## src/rtl/rvx_lpixm_rr_arbiter_pkg.sv

```systemverilog
// Shared lpixm parcel layout: field widths, parcel sizes and field extractors
// used by the two-requester round-robin arbiter and its route FIFO.
package rvx_lpixm_rr_arbiter_pkg;

    localparam int BW_AXI_ALEN       = 8;
    localparam int BW_AXI_ASIZE      = 3;
    localparam int BW_AXI_ABURST     = 2;
    localparam int BW_LPIXM_RESP     = 2;
    localparam int BW_ROUTE_ENTRY    = 1 + BW_AXI_ALEN;
    localparam int LPIXM_PARCEL_MAX  = 1024;

    typedef logic [LPIXM_PARCEL_MAX-1:0] lpixm_parcel_max_t;

    typedef enum logic {
        ST_IDLE = 1'b0,
        ST_LOCK = 1'b1
    } arb_state_e;

    // q parcel = {burden, write, alen, asize, aburst, byte-enable, wdata, addr}
    function automatic int lpixm_qparcel_width(int bw_addr, int bw_data, int bw_burden);
        return bw_burden + 1 + BW_AXI_ALEN + BW_AXI_ASIZE + BW_AXI_ABURST
             + bw_data / 8 + bw_data + bw_addr;
    endfunction

    // y parcel = {burden, resp, rdata}
    function automatic int lpixm_yparcel_width(int bw_data, int bw_burden);
        return bw_burden + BW_LPIXM_RESP + bw_data;
    endfunction

    function automatic int lpixm_alen_pos(int bw_addr, int bw_data);
        return bw_addr + bw_data + bw_data / 8 + BW_AXI_ABURST + BW_AXI_ASIZE;
    endfunction

    function automatic logic lpixm_get_write(lpixm_parcel_max_t parcel, int bw_addr, int bw_data);
        lpixm_parcel_max_t shifted;
        shifted = parcel >> (lpixm_alen_pos(bw_addr, bw_data) + BW_AXI_ALEN);
        return shifted[0];
    endfunction

    function automatic logic [BW_AXI_ALEN-1:0] lpixm_get_alen(lpixm_parcel_max_t parcel,
                                                             int bw_addr, int bw_data);
        lpixm_parcel_max_t shifted;
        shifted = parcel >> lpixm_alen_pos(bw_addr, bw_data);
        return shifted[BW_AXI_ALEN-1:0];
    endfunction

endpackage

```

## src/rtl/rvx_lpixm_rr_arbiter_route.sv

```systemverilog
// Route FIFO: remembers, in issue order, which requester owns each outstanding
// burst and how many response beats (minus one) it will return.
module rvx_route_fifo #(
    parameter int WIDTH = 9,
    parameter int DEPTH = 4
) (
    input  logic             clk,
    input  logic             srst,
    input  logic             push,
    input  logic [WIDTH-1:0] wdata,
    input  logic             pop,
    output logic [WIDTH-1:0] rdata,
    output logic             full,
    output logic             empty
);
    localparam int AW = $clog2(DEPTH);

    logic [WIDTH-1:0] mem [DEPTH];
    logic [AW:0]      wr_ptr_reg;
    logic [AW:0]      rd_ptr_reg;
    logic             do_push;
    logic             do_pop;

    // Extra pointer bit distinguishes full from empty when the indices match.
    assign empty   = (wr_ptr_reg == rd_ptr_reg);
    assign full    = (wr_ptr_reg[AW] != rd_ptr_reg[AW]) &&
                     (wr_ptr_reg[AW-1:0] == rd_ptr_reg[AW-1:0]);
    assign do_push = push && !full;
    assign do_pop  = pop && !empty;
    assign rdata   = mem[rd_ptr_reg[AW-1:0]];

    always_ff @(posedge clk) begin
        if (do_push) begin
            mem[wr_ptr_reg[AW-1:0]] <= wdata;
        end
    end

    always_ff @(posedge clk) begin
        if (srst) begin
            wr_ptr_reg <= '0;
            rd_ptr_reg <= '0;
        end else begin
            if (do_push) begin
                wr_ptr_reg <= wr_ptr_reg + 1'b1;
            end
            if (do_pop) begin
                rd_ptr_reg <= rd_ptr_reg + 1'b1;
            end
        end
    end

endmodule

```

## src/rtl/rvx_lpixm_rr_arbiter.sv

```systemverilog
// Two-requester round-robin arbiter onto one lpixm slave; write bursts lock the
// q channel to their owner and responses are steered back in issue order.
module rvx_lpixm_rr_arbiter
    import rvx_lpixm_rr_arbiter_pkg::*;
#(
    parameter int BW_ADDR       = 32,
    parameter int BW_DATA       = 32,
    parameter int BW_LPI_BURDEN = 1,
    parameter int ROUTE_DEPTH   = 4,
    localparam int BW_LPIXM_QPARCEL = lpixm_qparcel_width(BW_ADDR, BW_DATA, BW_LPI_BURDEN),
    localparam int BW_LPIXM_YPARCEL = lpixm_yparcel_width(BW_DATA, BW_LPI_BURDEN)
) (
    input  logic                        clk,
    input  logic                        rst,
    input  logic                        clear,
    input  logic                        s0_qvalid,
    output logic                        s0_qready,
    input  logic [BW_LPIXM_QPARCEL-1:0] s0_qparcel,
    output logic                        s0_yvalid,
    input  logic                        s0_yready,
    output logic [BW_LPIXM_YPARCEL-1:0] s0_yparcel,
    input  logic                        s1_qvalid,
    output logic                        s1_qready,
    input  logic [BW_LPIXM_QPARCEL-1:0] s1_qparcel,
    output logic                        s1_yvalid,
    input  logic                        s1_yready,
    output logic [BW_LPIXM_YPARCEL-1:0] s1_yparcel,
    output logic                        m_qvalid,
    input  logic                        m_qready,
    output logic [BW_LPIXM_QPARCEL-1:0] m_qparcel,
    input  logic                        m_yvalid,
    output logic                        m_yready,
    input  logic [BW_LPIXM_YPARCEL-1:0] m_yparcel
);
    logic                                srst;
    logic [1:0]                          s_qvalid;
    logic [1:0]                          s_qready;
    logic [1:0]                          s_yvalid;
    logic [1:0]                          s_yready;
    logic [1:0][BW_LPIXM_QPARCEL-1:0]    s_qparcel;

    arb_state_e                          state_reg;
    logic                                owner_reg;
    logic                                rr_ptr_reg;
    logic [BW_AXI_ALEN-1:0]              beat_cnt_reg;
    logic [BW_AXI_ALEN-1:0]              y_cnt_reg;

    logic                                grant_valid;
    logic                                grant_id;
    logic [BW_LPIXM_QPARCEL-1:0]         grant_parcel;
    logic                                head_write;
    logic [BW_AXI_ALEN-1:0]              head_alen;
    logic                                q_fire;
    logic                                y_fire;
    logic                                fifo_push;
    logic                                fifo_pop;
    logic                                fifo_full;
    logic                                fifo_empty;
    logic [BW_ROUTE_ENTRY-1:0]           fifo_wdata;
    logic [BW_ROUTE_ENTRY-1:0]           fifo_rdata;
    logic                                route_id;
    logic [BW_AXI_ALEN-1:0]              route_ybeats;

    assign srst      = rst | clear;
    assign s_qvalid  = {s1_qvalid, s0_qvalid};
    assign s_yready  = {s1_yready, s0_yready};
    assign s_qparcel = {s1_qparcel, s0_qparcel};
    assign s0_qready = s_qready[0];
    assign s1_qready = s_qready[1];
    assign s0_yvalid = s_yvalid[0];
    assign s1_yvalid = s_yvalid[1];
    assign s0_yparcel = m_yparcel;
    assign s1_yparcel = m_yparcel;

    // A locked burst keeps going regardless of route-FIFO fullness: only its head was routed.
    always_comb begin
        grant_valid = 1'b0;
        grant_id    = 1'b0;
        if (state_reg == ST_LOCK) begin
            grant_id    = owner_reg;
            grant_valid = s_qvalid[owner_reg];
        end else if (!fifo_full) begin
            grant_valid = |s_qvalid;
            grant_id    = (&s_qvalid) ? rr_ptr_reg : s_qvalid[1];
        end
    end

    assign grant_parcel = grant_valid ? s_qparcel[grant_id] : '0;
    assign m_qvalid     = grant_valid;
    assign m_qparcel    = grant_parcel;
    assign q_fire       = grant_valid && m_qready;

    assign head_write = lpixm_get_write(lpixm_parcel_max_t'(grant_parcel), BW_ADDR, BW_DATA);
    assign head_alen  = lpixm_get_alen(lpixm_parcel_max_t'(grant_parcel), BW_ADDR, BW_DATA);

    assign route_id     = fifo_rdata[BW_ROUTE_ENTRY-1];
    assign route_ybeats = fifo_rdata[BW_AXI_ALEN-1:0];
    assign m_yready     = !fifo_empty && s_yready[route_id];
    assign y_fire       = m_yvalid && m_yready;

    genvar gi;
    for (gi = 0; gi < 2; gi++) begin : g_req
        assign s_qready[gi] = q_fire && (grant_id == 1'(gi));
        assign s_yvalid[gi] = !fifo_empty && (route_id == 1'(gi)) && m_yvalid;
    end

    assign fifo_push  = q_fire && (state_reg == ST_IDLE);
    assign fifo_wdata = {grant_id, head_write ? {BW_AXI_ALEN{1'b0}} : head_alen};
    assign fifo_pop   = y_fire && (y_cnt_reg == route_ybeats);

    rvx_route_fifo #(
        .WIDTH (BW_ROUTE_ENTRY),
        .DEPTH (ROUTE_DEPTH)
    ) u_route_fifo (
        .clk   (clk),
        .srst  (srst),
        .push  (fifo_push),
        .wdata (fifo_wdata),
        .pop   (fifo_pop),
        .rdata (fifo_rdata),
        .full  (fifo_full),
        .empty (fifo_empty)
    );

    always_ff @(posedge clk) begin
        if (srst) begin
            state_reg    <= ST_IDLE;
            owner_reg    <= 1'b0;
            rr_ptr_reg   <= 1'b0;
            beat_cnt_reg <= '0;
            y_cnt_reg    <= '0;
        end else begin
            if (q_fire) begin
                if (state_reg == ST_IDLE) begin
                    if (head_write && (head_alen != '0)) begin
                        state_reg    <= ST_LOCK;
                        owner_reg    <= grant_id;
                        beat_cnt_reg <= head_alen;
                    end else begin
                        rr_ptr_reg <= ~grant_id;
                    end
                end else begin
                    beat_cnt_reg <= beat_cnt_reg - 1'b1;
                    if (beat_cnt_reg == BW_AXI_ALEN'(1)) begin
                        state_reg  <= ST_IDLE;
                        rr_ptr_reg <= ~owner_reg;
                    end
                end
            end
            if (y_fire) begin
                y_cnt_reg <= fifo_pop ? '0 : y_cnt_reg + 1'b1;
            end
        end
    end

endmodule

```

## config.mk

```make
export PLATFORM = sky130hd
export DESIGN_NAME = rvx_lpixm_rr_arbiter
export DESIGN_NICKNAME = d
export VERILOG_FILES = /design/src/rtl/rvx_lpixm_rr_arbiter_pkg.sv /design/src/rtl/rvx_lpixm_rr_arbiter_route.sv /design/src/rtl/rvx_lpixm_rr_arbiter.sv
export SDC_FILE = /design/constraint.sdc
export NUM_CORES = 1
export LEC_CHECK = 0
export ABC_AREA = 0
export BUFFER_PORTS_ARGS = -buffer_cell sky130_fd_sc_hd__clkbuf_2
export CAP_MARGIN = 10
export CORE_MARGIN = 5
export CORE_UTILIZATION = 23
export DETAILED_ROUTE_END_ITERATION = 8
export PLACE_DENSITY = 0.56
export SKIP_LAST_GASP = 1
export SYNTH_ARGS = -nofsm -noshare
export SYNTH_HDL_FRONTEND = slang
export SYNTH_HIERARCHICAL = 1
export SYNTH_SLANG_ARGS = --single-unit
```

## constraint.sdc

```tcl
create_clock -name clk -period 3.9 [get_ports clk]
set_input_delay 0.39 -clock clk [delete_from_list [all_inputs] [get_ports clk]]
set_output_delay 0.39 -clock clk [all_outputs]
set_load 0.05 [all_outputs]
```

=== Yosys cells after proc, flatten, opt, wreduce, memory -nomap -nowiden ===
Memory sizes are Yosys's and may differ from the RTL's. A register that Yosys moved wholly into a read port is not among the register bits.
Cells that the tools add are included.

* Eq/ne operators: 7
* Bitwise operators: 5
* $lt $le $gt $ge: 3
* Reductions and logical operators: 24
* Add/subtract/negate cells: 4
* Mux-type cells: 26

{| class="wikitable"
|+ Operators by type and width
! kind !! count
|-
| $mux 83 || 3
|-
| $mux 8 || 4
|-
| $mux 1 || 17
|-
| $logic_and 1x1->1 || 15
|-
| $add 8x1->8 const B || 1
|-
| $eq 8x1->1 const B || 1
|-
| $eq 8x8->1 || 1
|-
| $reduce_bool 8->1 || 1
|-
| $sub 8x1->8 const B || 1
|-
| $add 3x1->3 const B || 2
|-
| $lt 1x2->1 const B || 3
|-
| $reduce_and 3->1 || 2
|-
| $mux 2 || 2
|-
| $not 1->1 || 4
|-
| $reduce_and 2->1 || 2
|-
| $eq 3x3->1 || 1
|-
| $eq 2x2->1 || 1
|-
| $logic_not 1->1 || 2
|-
| $ne 2x1->1 const B || 1
|-
| $ne 2x2->1 const B || 1
|-
| $reduce_bool 2->1 || 1
|-
| $reduce_or 2->1 || 1
|-
| $ne 1x1->1 || 1
|-
| $or 1x1->1 || 1
|}

* Input port bits: 210
* Word-level logic and storage cells: 77
* Bits in writable memories: 36
* Memories kept: 1
* Output and inout bits: 159
* Register bits: 25

{| class="wikitable"
|+ Memories
! name !! words !! width !! read ports !! clocked after Yosys merged registers in !! write ports !! RTL line !! text
|-
| u_route_fifo.mem || 4 || 9 || 1 || 1 || 1 || rvx_lpixm_rr_arbiter_route.sv:18 || <nowiki>logic [WIDTH-1:0] mem [DEPTH];</nowiki>
|}

=== Depth between registers and ports, before layout ===
Gate-level depths: netlist of the first run.

* Depth after elaboration: 11
* Depth in mapped cells: 13
* Mapped depth without buffers: 10

=== Cells and area by module ===
Netlist of the first run, hierarchy kept.

{| class="wikitable"
|+ By module, submodules not included
! module !! cells an instance !! area an instance (um^2) !! seq. area each (um^2) !! instances
|-
| rvx_lpixm_rr_arbiter || 518 || 3,078.0 || 380.4 || 1
|-
| rvx_route_fifo || 115 || 1,874.3 || 1,241.2 || 1
|}

=== Worst setup path after synthesis of the first run ===
No wires, ideal clock.

* Path kind: flip-flop to output port
* Start point: register u_route_fifo.wr_ptr_reg[1]
* End point: output m_qparcel[54]
* Path buffers: 5
* Path slack: 523 ps
* Arrival: 2,987 ps
* Stages on the path, launching flop included: 13
* Required time: 3,510 ps
* Cells stage by stage: dfxtp_1 > buf_6 > xnor2_1 > nand2_1 > nor2_1 > or2_1 > o31a_1 > buf_6 > buf_2 > buf_2 > buf_1 > nand2_1 > a21oi_1

* Longest elaborated chain between the ends: 7
* Elaborated cells on any way between the ends: 9
* Those cells by class: eq/ne (1); mux (7); reduce/logical (1)

{| class="wikitable"
|+ Ends and longest elaborated chain
! what !! RTL line !! text
|-
| start, declared || rvx_lpixm_rr_arbiter_route.sv:19 || <nowiki>logic [AW:0] wr_ptr_reg;</nowiki>
|-
| start signal, assigned || rvx_lpixm_rr_arbiter_route.sv:44 || <nowiki>wr_ptr_reg <= wr_ptr_reg + 1'b1;</nowiki>
|-
| $eq 2x2->1 * || rvx_lpixm_rr_arbiter_route.sv:27 || <nowiki>(wr_ptr_reg[AW-1:0] == rd_ptr_reg[AW-1:0]);</nowiki>
|-
| $logic_and 1x1->1 * || rvx_lpixm_rr_arbiter_route.sv:26 || <nowiki>assign full = (wr_ptr_reg[AW] != rd_ptr_reg[AW]) &&</nowiki>
|-
| via fifo_full || rvx_lpixm_rr_arbiter.sv:57 || <nowiki>logic fifo_full;</nowiki>
|-
| $mux 1 || rvx_lpixm_rr_arbiter.sv:82 || <nowiki>end else if (!fifo_full) begin</nowiki>
|-
| $mux 1 || rvx_lpixm_rr_arbiter.sv:79 || <nowiki>if (state_reg == ST_LOCK) begin</nowiki>
|-
| $mux 83 (implied by the code) (2 in series) || rvx_lpixm_rr_arbiter.sv:88 || <nowiki>assign grant_parcel = grant_valid ? s_qparcel[grant_id] : '0;</nowiki>
|-
| $mux 83 * || rvx_lpixm_rr_arbiter.sv:88 ||
|-
| end, declared || rvx_lpixm_rr_arbiter.sv:30 || <nowiki>output logic [BW_LPIXM_QPARCEL-1:0] m_qparcel,</nowiki>
|}

Mark *: on every way through the listed nets, which the timed path passes. The rest lies on a longest branch. The select of a mux whose other input is x is not followed.

=== Worst setup path in the final report of the first run ===
* Start point: register u_route_fifo.wr_ptr_reg[0]
* End point: output m_qparcel[79]

The elaborated chain is that of the path after synthesis.

==> flow_summary.json, run 1 <==
{
  "async_flop_share_pct": 0,
  "comb_power_share_pct": 35.0,
  "wl_per_cell_um": 17.2,
  "worstSetupEndpointType": "output port",
  "finClkSkew_ns": 0.00556,
  "swShare_pct": 39.3,
  "cpPeakStageDelay_ns": 0.51,
  "n_fill_cell": 2302,
  "finalSetupTns_ns": 0,
  "cts_tree": "done",
  "synth_cells": 633,
  "ant_nets": 0,
  "syn_nets": 851,
  "power.density_mw_per_mm2": 359,
  "layout_common_cells": "clkbuf_2, nand2_1, a21oi_1",
  "start_util_pct": 23.5,
  "gp_congestion": 0.879,
  "grt_start_max_net_pins": 86,
  "critPathMaxFanout": 85,
  "finalSetupViolCount": 0,
  "wl_um": 18900,
  "numClockSinks": 63,
  "grtUsageTotal_pct": 14.8,
  "pre_cts_slack_ns": 0.620,
  "firstDrtPassIters": 5,
  "viasPerCell": 4.57,
  "yosysSeqAreaShare_pct": 32.7,
  "wl_met3_um": 1590,
  "cp_common_cell": "nor2_1",
  "cts_hold_buffers": 0,
  "r2r_setup_slack_ns": 0.80,
  "finalWorstSetupSlack_ns": 0.342,
  "ys.flop_type": "edfxtp_1",
  "routed-wl-met2_um": 9070,
  "die-area_mm2": 0.0246,
  "path_class": "reg2out",
  "setup.worst_path.start_class": "register",
  "area_growth_pct": 27.7,
  "ios": 369,
  "drive_above_1_share_pct": 38.7,
  "crit_path_top_delay_cell": "xnor2_1",
  "largest_reg_flops": 36,
  "crit_path_cell_trace": "xnor2_1 > nand2_1 > nor2_1 > or2_1 > o31a_2 > buf_12 > mux2i_1 > nor2_1 > clkbuf_2",
  "multi_input_area_mm2": 0.00257,
  "final_max_slew_viol_count": 0,
  "final_common_cell": "clkbuf_2",
  "synth_top_cell_area_share_pct": 21.8,
  "synthTopCellsByArea": "edfxtp_1, nand2_1, dfxtp_1",
  "drt-initial-drc-count": 350,
  "p_leak_nw": 2.93,
  "grt_overflow": 0,
  "cp_data_arrival_time_ns": 3.17,
  "clockPowerShare_pct": 32.7,
  "syn_area_mm2": 0.00495,
  "worstMarginPinSlew_ns": 0.624,
  "finish.instance_area_mm2": 0.00633,
  "slew_headroom_pct": 58.3,
  "portBuffers": 263,
  "cap_violations": 0,
  "highest_layer": "met4",
  "ys_ff_latch": 63,
  "path_buf_inv": 2,
  "drc": 0,
  "synthDistinctLibCells": 56,
  "path_clk_slew_ns": 0.06,
  "hold_start": "m_qready",
  "rsz0062_at_grt": "no",
  "dieHeight_um": 157,
  "antenna_found_initial": 4,
  "numCtsBuffers": 9,
  "worstSkewPairLatency_ns": 0.33,
  "core_mm2": 0.0211,
  "outcome": "finished, final reports clean",
  "p_switching_uw": 894,
  "whs_ns": 0.390,
  "nets": 1033,
  "h-tree-depth": 3,
  "crit_required_ns": 3.51,
  "yosys.area.top_type": "edfxtp_1",
  "hold_viol": 0,
  "yosysWarnings": 6,
  "holdPathEnd": "beat_cnt_reg[2]",
  "cp_top_family": "simple AND/OR/NAND/NOR gates",
  "max_freq_mhz": 281,
  "min_period_ns": 3.56,
  "root_buffer": "clkbuf_16",
  "hp-class": "in2reg",
  "min_path_cells": 3,
  "rows": 53,
  "period_share_pct": 91.2,
  "seqPwrFrac_pct": 32.3,
  "placed_area_mm2": 0.00603,
  "wl_met1_um": 7740,
  "regArea_mm2": 0.00162,
  "grt_pass1_vias": 5069,
  "r2r.worst_path.cells": 9,
  "vias": 5025,
  "vdd_drop_max_mv": 0.219,
  "r2r_start": "u_route_fifo/wr_ptr_reg[0]",
  "syn_area_per_cell_um2": 7.82,
  "grt_first_pass_wirelength_um": 28300,
  "hpwlAfterDp_um": 15400,
  "worstReg2RegEnd": "u_route_fifo/mem[0][6]",
  "synth_edf_count": 36,
  "die_x_um": 157,
  "clk_path_buf_depth": 2,
  "total_power_mw": 2.27,
  "p_int_mw": 1.38
}
-- power groups by stage --
stage | registers (mW) | logic, mW | clock network, mW
floorplan | 0.744 | 0.742 | 0
global placement | 0.747 | 0.801 | 0
detailed placement | 0.747 | 0.799 | 0
CTS | 0.733 | 0.802 | 0.764
global route | 0.735 | 0.857 | 0.796
finish | 0.734 | 0.797 | 0.743
-- area by class of cell --
| cell class | instances | area share (%) |
|---|---|---|
| diodes | 4 | 0.158 |
| clock buffers | 9 | 3.56 |
| clock inverters | 7 | 0.870 |
| inverters | 13 | 0.850 |
| multi-input cells | 451 | 40.6 |
| flip-flops and latches | 63 | 25.6 |
| well taps | 275 | 5.44 |
| repair buffers | 277 | 22.9 |
-- cell families (layout without fill, tap and decap cells) --
| kind of cell | after synthesis | in the layout | share of synthesized area (%) |
|---|---|---|---|
| compound gates | 132 | 132 | 15.7 |
| other cells | 0 | 4 | 0 |
| flops | 63 | 63 | 32.7 |
| buf+inv | 119 | 306 | 15.6 |
| simple gates | 270 | 270 | 23.5 |
| fa+ha+maj | 8 | 8 | 2.02 |
| xor+xnor | 19 | 19 | 3.36 |
| mux | 22 | 22 | 7.05 |
-- what timing repair did --
item,4_1_cts,5_1_grt
endpoints found under the setup margin,0,1
setup buffers,0,0
resized for setup,0,1
-- Yosys cell counts (10+ instances only) --
cell type,count
buf_2,15
a21oi_1,85
nor3_1,10
edfxtp_1,36
dfxtp_1,27
inv_1,12
clkbuf_1,10
buf_4,71
o21ai_0,12
xor2_1,14
nor2_1,31
nand2_1,175
-- tightest hold or removal path, delay by kind of cell --
| kind | cells | cell delay [ns] |
|---|---|---|
| AO/OA/AOI/OAI | 1 | 0.08 |
| AND/OR/NAND/NOR | 1 | 0.08 |
| buffers and inverters | 1 | 0.11 |
-- worst max path at each step --
stage | slack [ns] | start | cells past startpoint | to
floorplan | 0.52 | u_route_fifo/wr_ptr_reg[1] | 12 | m_qparcel[54]
global placement | 0.68 | u_route_fifo/wr_ptr_reg[1] | 10 | m_qparcel[16]
detailed placement | 0.62 | u_route_fifo/wr_ptr_reg[1] | 10 | m_qparcel[16]
CTS | 0.26 | u_route_fifo/wr_ptr_reg[1] | 10 | m_qparcel[16]
global route | 0.07 | u_route_fifo/wr_ptr_reg[0] | 9 | m_qparcel[79]
finish | 0.34 | u_route_fifo/wr_ptr_reg[0] | 9 | m_qparcel[79]
-- through the flow --
step | std cells | util, %
floorplan | 633 | -
global placement | 1079 | 28.6
detailed placement | 1079 | 28.6
CTS | 1095 | 29.9
global route | 1099 | 30.0
finish | 1099 | 30.0
-- routing by layer --
layer,up-vias,global-route usage [%]
li1,2481,-
met1,2290,18.5
met2,227,23.2
met5,-,0
met3,27,5.06
met4,0,6.53
No activity file was read; power rests on OpenSTA's default activity.
==> run 2, diff against run 1 <==
--- a/config.mk
+++ b/config.mk
@@ -8,9 +8,11 @@
 export ABC_AREA = 0
 export BUFFER_PORTS_ARGS = -buffer_cell sky130_fd_sc_hd__clkbuf_2
 export CAP_MARGIN = 10
+export CORE_ASPECT_RATIO = 0.8
 export CORE_MARGIN = 5
 export CORE_UTILIZATION = 23
 export DETAILED_ROUTE_END_ITERATION = 8
+export MAX_ROUTING_LAYER = met4
 export PLACE_DENSITY = 0.56
 export SKIP_LAST_GASP = 1
 export SYNTH_ARGS = -nofsm -noshare
==> run 2 against run 1 <==
- total power grew 4.6%
- clock skew up 0.0022 ns
- largest cell class unchanged
- die area is essentially flat
- fmax decreased by 2.5%
- cell count is 0.36% lower
- critical path depth did not move
- highest routed layer unchanged
- final area up 0.63%
- largest power group is now the clock network
- clock power grew 14%
- global-route usage is 0.34 points higher
==> flow_summary.json, run 2 (synthesis gave the netlist of run 1 again) <==
{
  "r2r_start": "u_route_fifo/wr_ptr_reg[1]",
  "grt_overflow": 0,
  "start_util_pct": 23.2,
  "numCtsBuffers": 9,
  "area_growth_pct": 28.5,
  "finClkSkew_ns": 0.00773,
  "numClockSinks": 63,
  "r2r_setup_slack_ns": 0.82,
  "grt_start_max_net_pins": 86,
  "outcome": "finished, final reports clean",
  "r2r.worst_path.cells": 9,
  "ios": 369,
  "finalSetupViolCount": 0,
  "firstDrtPassIters": 5,
  "rows": 48,
  "vdd_drop_max_mv": 0.208,
  "dieHeight_um": 141,
  "wl_per_cell_um": 17.3,
  "crit_required_ns": 3.51,
  "worstReg2RegEnd": "rr_ptr_reg",
  "die_x_um": 174,
  "wl_um": 18900,
  "antenna_found_initial": 2,
  "rsz0062_at_grt": "no",
  "final_common_cell": "clkbuf_2",
  "drt-initial-drc-count": 337,
  "die-area_mm2": 0.0246,
  "setup.worst_path.start_class": "register",
  "ant_nets": 0,
  "drc": 0,
  "grt_pass1_vias": 4796,
  "finalSetupTns_ns": 0,
  "finish.instance_area_mm2": 0.00637,
  "vias": 5010,
  "path_clk_slew_ns": 0.06,
  "cap_violations": 0,
  "worstSkewPairLatency_ns": 0.33,
  "worstMarginPinSlew_ns": 1.13,
  "nets": 1031,
  "layout_common_cells": "clkbuf_2, nand2_1, a21oi_1",
  "post-cts-setup-buffers": 0,
  "hpwlAfterDp_um": 15500,
  "hold_viol": 0,
  "period_share_pct": 93.6,
  "placed_area_mm2": 0.00603,
  "cp_data_arrival_time_ns": 3.26,
  "max_freq_mhz": 274,
  "timing.critical_path.to": "m_qparcel[56]",
  "grt_first_pass_wirelength_um": 28000,
  "core_mm2": 0.0214,
  "viasPerCell": 4.58,
  "critPathMaxFanout": 85,
  "h-tree-depth": 3,
  "largest_reg_flops": 36,
  "power.density_mw_per_mm2": 374,
  "slew_headroom_pct": 24.0,
  "min_period_ns": 3.65,
  "drive_above_1_share_pct": 38.6,
  "clk_path_buf_depth": 2,
  "gp_congestion": 0.832,
  "worstSetupEndpointType": "output port",
  "hp-class": "in2reg",
  "critPathLaunch": "u_route_fifo/wr_ptr_reg[1]",
  "path_class": "reg2out",
  "root_buffer": "clkbuf_16",
  "final_max_slew_viol_count": 0,
  "grtUsageTotal_pct": 15.2,
  "cts_tree": "done",
  "portBuffers": 263,
  "p_leak_nw": 2.95
}
==> run 2: changes by cell type in the layout (fill, tap and decap cells not counted), moves of 2 or more <==
cell,change
buf_4,-3
bufinv_16,+2
diode_2,-2
inv_6,-2
==> run 2: layout make-up <==
| cell class | instances | area (µm²) |
|---|---|---|
| Timing Repair Buffer | 275 | 1440 |
| Sequential cell | 63 | 1620 |
| Antenna cell | 2 | 5.00 |
| Clock buffer | 9 | 225 |
| Inverter | 13 | 53.8 |
| Fill cell | 2328 | 15000 |
| Clock inverter | 7 | 95.1 |
| Tap cell | 275 | 344 |
| Multi-Input combinational cell | 451 | 2580 |
==> run 2: critical path, stage by stage (launching register included) <==
cell and delay [ns]:
dfxtp_1 0.41, xnor2_1 0.49, nand2_1 0.25, nor2_1 0.27, or2_1 0.16, o31a_2 0.20, buf_12 0.30, nand2_1 0.10
a21oi_1 0.28, clkbuf_2 0.35
==> run 2: routing by layer <==
layer  up-vias  global-route usage, %  wire length [µm]  part of all wire (%)
li1       2466                      -                 -                     -
met1      2315                   19.2              8010                    42
met2       218                   24.0              9160                    48
met3        11                   5.28              1640                   8.6
met4         0                   2.46               138                  0.73
met5         -                      -                 0                     0
==> run 2: worst min path at each step <==
stage                     startpoint  cells past startpoint               to
after global routing        m_qready                      3  beat_cnt_reg[2]
final                       m_qready                      3  beat_cnt_reg[2]
after CTS                   m_qready                      3  beat_cnt_reg[2]
after global placement    rr_ptr_reg                      2       rr_ptr_reg
after floorplan           rr_ptr_reg                      2       rr_ptr_reg
after detailed placement  rr_ptr_reg                      2       rr_ptr_reg
==> run 2: power breakdown <==
group          switching [mW]  total, mW  internal [mW]
combinational           0.575      0.795          0.220
sequential            0.00930      0.734          0.725
clock                   0.289      0.849          0.559
==> run 2: what timing repair did <==
action,4_1_cts,5_1_grt
setup endpoints to repair,0,9
gates resized for setup,0,2
hold buffers,0,0
==> run 2: metrics by stage <==
stage / util [%] / hold WS (ns) / instances / power (mW) / setup WS, ns
final: 29.8 / 0.395 / 1095 / 2.38 / 0.251
after global routing: 29.8 / 0.418 / 1095 / 2.50 / 0.0595
after CTS: 29.7 / 0.380 / 1093 / 2.41 / 0.184
after detailed placement: 28.2 / 0.494 / 1077 / 1.55 / 0.568
after global placement: 28.2 / 0.482 / 1077 / 1.55 / 0.639
after floorplan: - / 0.464 / 633 / 1.49 / 0.523
==> run 3, diff against run 2 <==
--- a/config.mk
+++ b/config.mk
@@ -9,11 +9,10 @@
 export BUFFER_PORTS_ARGS = -buffer_cell sky130_fd_sc_hd__clkbuf_2
 export CAP_MARGIN = 10
 export CORE_ASPECT_RATIO = 0.8
-export CORE_MARGIN = 5
 export CORE_UTILIZATION = 23
 export DETAILED_ROUTE_END_ITERATION = 8
 export MAX_ROUTING_LAYER = met4
-export PLACE_DENSITY = 0.56
+export PLACE_DENSITY = 0.58
 export SKIP_LAST_GASP = 1
 export SYNTH_ARGS = -nofsm -noshare
 export SYNTH_HDL_FRONTEND = slang
==> constraint.sdc (replaced) <==
create_clock -name clk -period 3 [get_ports clk]
set_input_delay 0.3 -clock clk [delete_from_list [all_inputs] [get_ports clk]]
set_output_delay 0.3 -clock clk [all_outputs]
set_load 0.05 [all_outputs]
==> run 3 against run 2 <==
- the run now ends with DRC left
- combinational power grew 71%
- hold slack lost 0.093 ns
- sequential power grew 30%
- sequential share of layout area shrank 3.9 points
- critical path type unchanged
- critical endpoint is now m_qparcel[51]
- largest power group is now combinational logic
- highest routed layer unchanged
==> flow_summary.json, run 3 (synthesis gave the netlist of run 1 again) <==
{
  "grtUsageTotal_pct": 19.1,
  "grt_first_pass_wirelength_um": 30500,
  "rsz0062_at_grt": "yes",
  "worstMarginPinSlew_ns": 0.573,
  "cap_violations": 0,
  "ant_nets": 0,
  "grtUsageMet2_pct": 31.4,
  "placed_area_mm2": 0.00712,
  "root_buffer": "clkbuf_16",
  "pre_cts_slack_ns": 0.139,
  "path_clk_slew_ns": 0.06,
  "grt_pass1_vias": 5072,
  "core_mm2": 0.0209,
  "finish.instance_area_mm2": 0.00752,
  "finClkSkew_ns": 0.00408,
  "worstSkewPairLatency_ns": 0.33,
  "final_max_slew_viol_count": 0,
  "p_leak_nw": 3.28,
  "total_power_mw": 3.34,
  "firstDrtPassIters": 7,
  "grt-busiest-layer": "met2",
  "numCtsBuffers": 9,
  "numClockSinks": 63,
  "critPathLaunch": "u_route_fifo/rd_ptr_reg[1]",
  "use_met3_pct": 7.49,
  "die_x_um": 166,
  "hold_viol": 0,
  "n_fill_cell": 2119,
  "wl_per_cell_um": 19.2,
  "outcome": "finished, violations left",
  "max_freq_mhz": 347,
  "setup.worst_path.start_class": "register",
  "final_common_cell": "clkbuf_2",
  "slew_headroom_pct": 61.8,
  "critPathMaxFanout": 23,
  "violations": "DRC",
  "gp_congestion": 0.944,
  "ios": 369,
  "min_path_cells": 3,
  "h-tree-depth": 3,
  "cp_data_arrival_time_ns": 2.58,
  "wl_um": 21300,
  "cts_hold_buffers": 0,
  "hpwlAfterDp_um": 17100,
  "vias": 5267,
  "nets": 1050,
  "r2r.worst_path.cells": 9,
  "grt_start_max_net_pins": 74,
  "viasPerCell": 4.75,
  "worstSetupEndpointType": "output port",
  "die-area_mm2": 0.0221,
  "portBuffers": 263,
  "grt_use_met1_pct": 21.9,
  "largest_reg_flops": 36,
  "finalSetupViolCount": 0,
  "hold_start": "m_qready",
  "drt-initial-drc-count": 307,
  "clk_path_buf_depth": 2,
  "finalWorstSetupSlack_ns": 0.121,
  "layout_common_cells": "clkbuf_2, nand2_1, a21oi_2",
  "drive_above_1_share_pct": 48.3,
  "grt_overflow": 0,
  "cts_tree": "done",
  "dieHeight_um": 133,
  "power.density_mw_per_mm2": 444,
  "min_period_ns": 2.88,
  "crit_required_ns": 2.70,
  "period_share_pct": 96.0,
  "path_class": "reg2out",
  "drc": 7,
  "area_growth_pct": 51.9,
  "hp-class": "in2reg",
  "start_util_pct": 23.7,
  "rows": 47,
  "antenna_found_initial": 2,
  "vdd_drop_max_mv": 0.282
}
==> run 3: cell type report <==
type / instances / area, µm² / share of cell area [%]
antenna: 2 / 5.00 / 0.0665
clock buffer: 10 / 229 / 3.04
clock inverter: 6 / 61.3 / 0.815
inverter: 13 / 53.8 / 0.715
multi-input combinational: 451 / 2990 / 39.8
sequential: 63 / 1620 / 21.6
tap: 269 / 337 / 4.47
timing repair buffer: 294 / 2220 / 29.6
==> run 3: final timing paths <==
path                     end  slack [ns]
min reg2reg       rr_ptr_reg        0.51
min          beat_cnt_reg[2]        0.30
max            m_qparcel[51]        0.12
max reg2reg         register        0.31
==> run 3: stage by stage <==
step / cells / util (%) / TNS, ns / hold slack [ns]
after global routing: 1108 / 36.0 / -0.0582 / 0.319
final: 1108 / 36.0 / 0 / 0.302
after CTS: 1103 / 35.7 / 0 / 0.294
after floorplan: 633 / - / -0.0398 / 0.464
after global placement: 1087 / 34.1 / 0 / 0.491
after detailed placement: 1087 / 34.1 / 0 / 0.495
==> run 3: layer usage <==
metal	vias up	part of all wire, %
li1	2508	-
met1	2474	41
met2	270	49
met3	15	8.8
met4	0	1.1
met5	-	0
==> run 3: report_power, final <==
part / internal (mW) / leakage, nW / switching, mW / total [mW]
registers: 0.942 / 0.553 / 0.00878 / 0.951
clock network: 0.639 / 0.142 / 0.390 / 1.03
logic: 0.504 / 2.58 / 0.857 / 1.36
==> run 3: what timing repair did <==
action	4_1_cts	5_1_grt
pin swaps	0	1
setup buffers	0	1
setup endpoints to repair	78	72
resized for setup	11	9
gates cloned	0	2
==> run 3: worst max-delay path, stage by stage, from the launching register on <==
cell and delay (ns):
dfxtp_1 0.32, xnor2_1 0.16, nand2_1 0.12, nor2_1 0.08, or2_1 0.23, o31a_4 0.36
inv_6 0.21, buf_4 0.25, nand2_1 0.13, a21oi_4 0.15, clkbuf_4 0.24
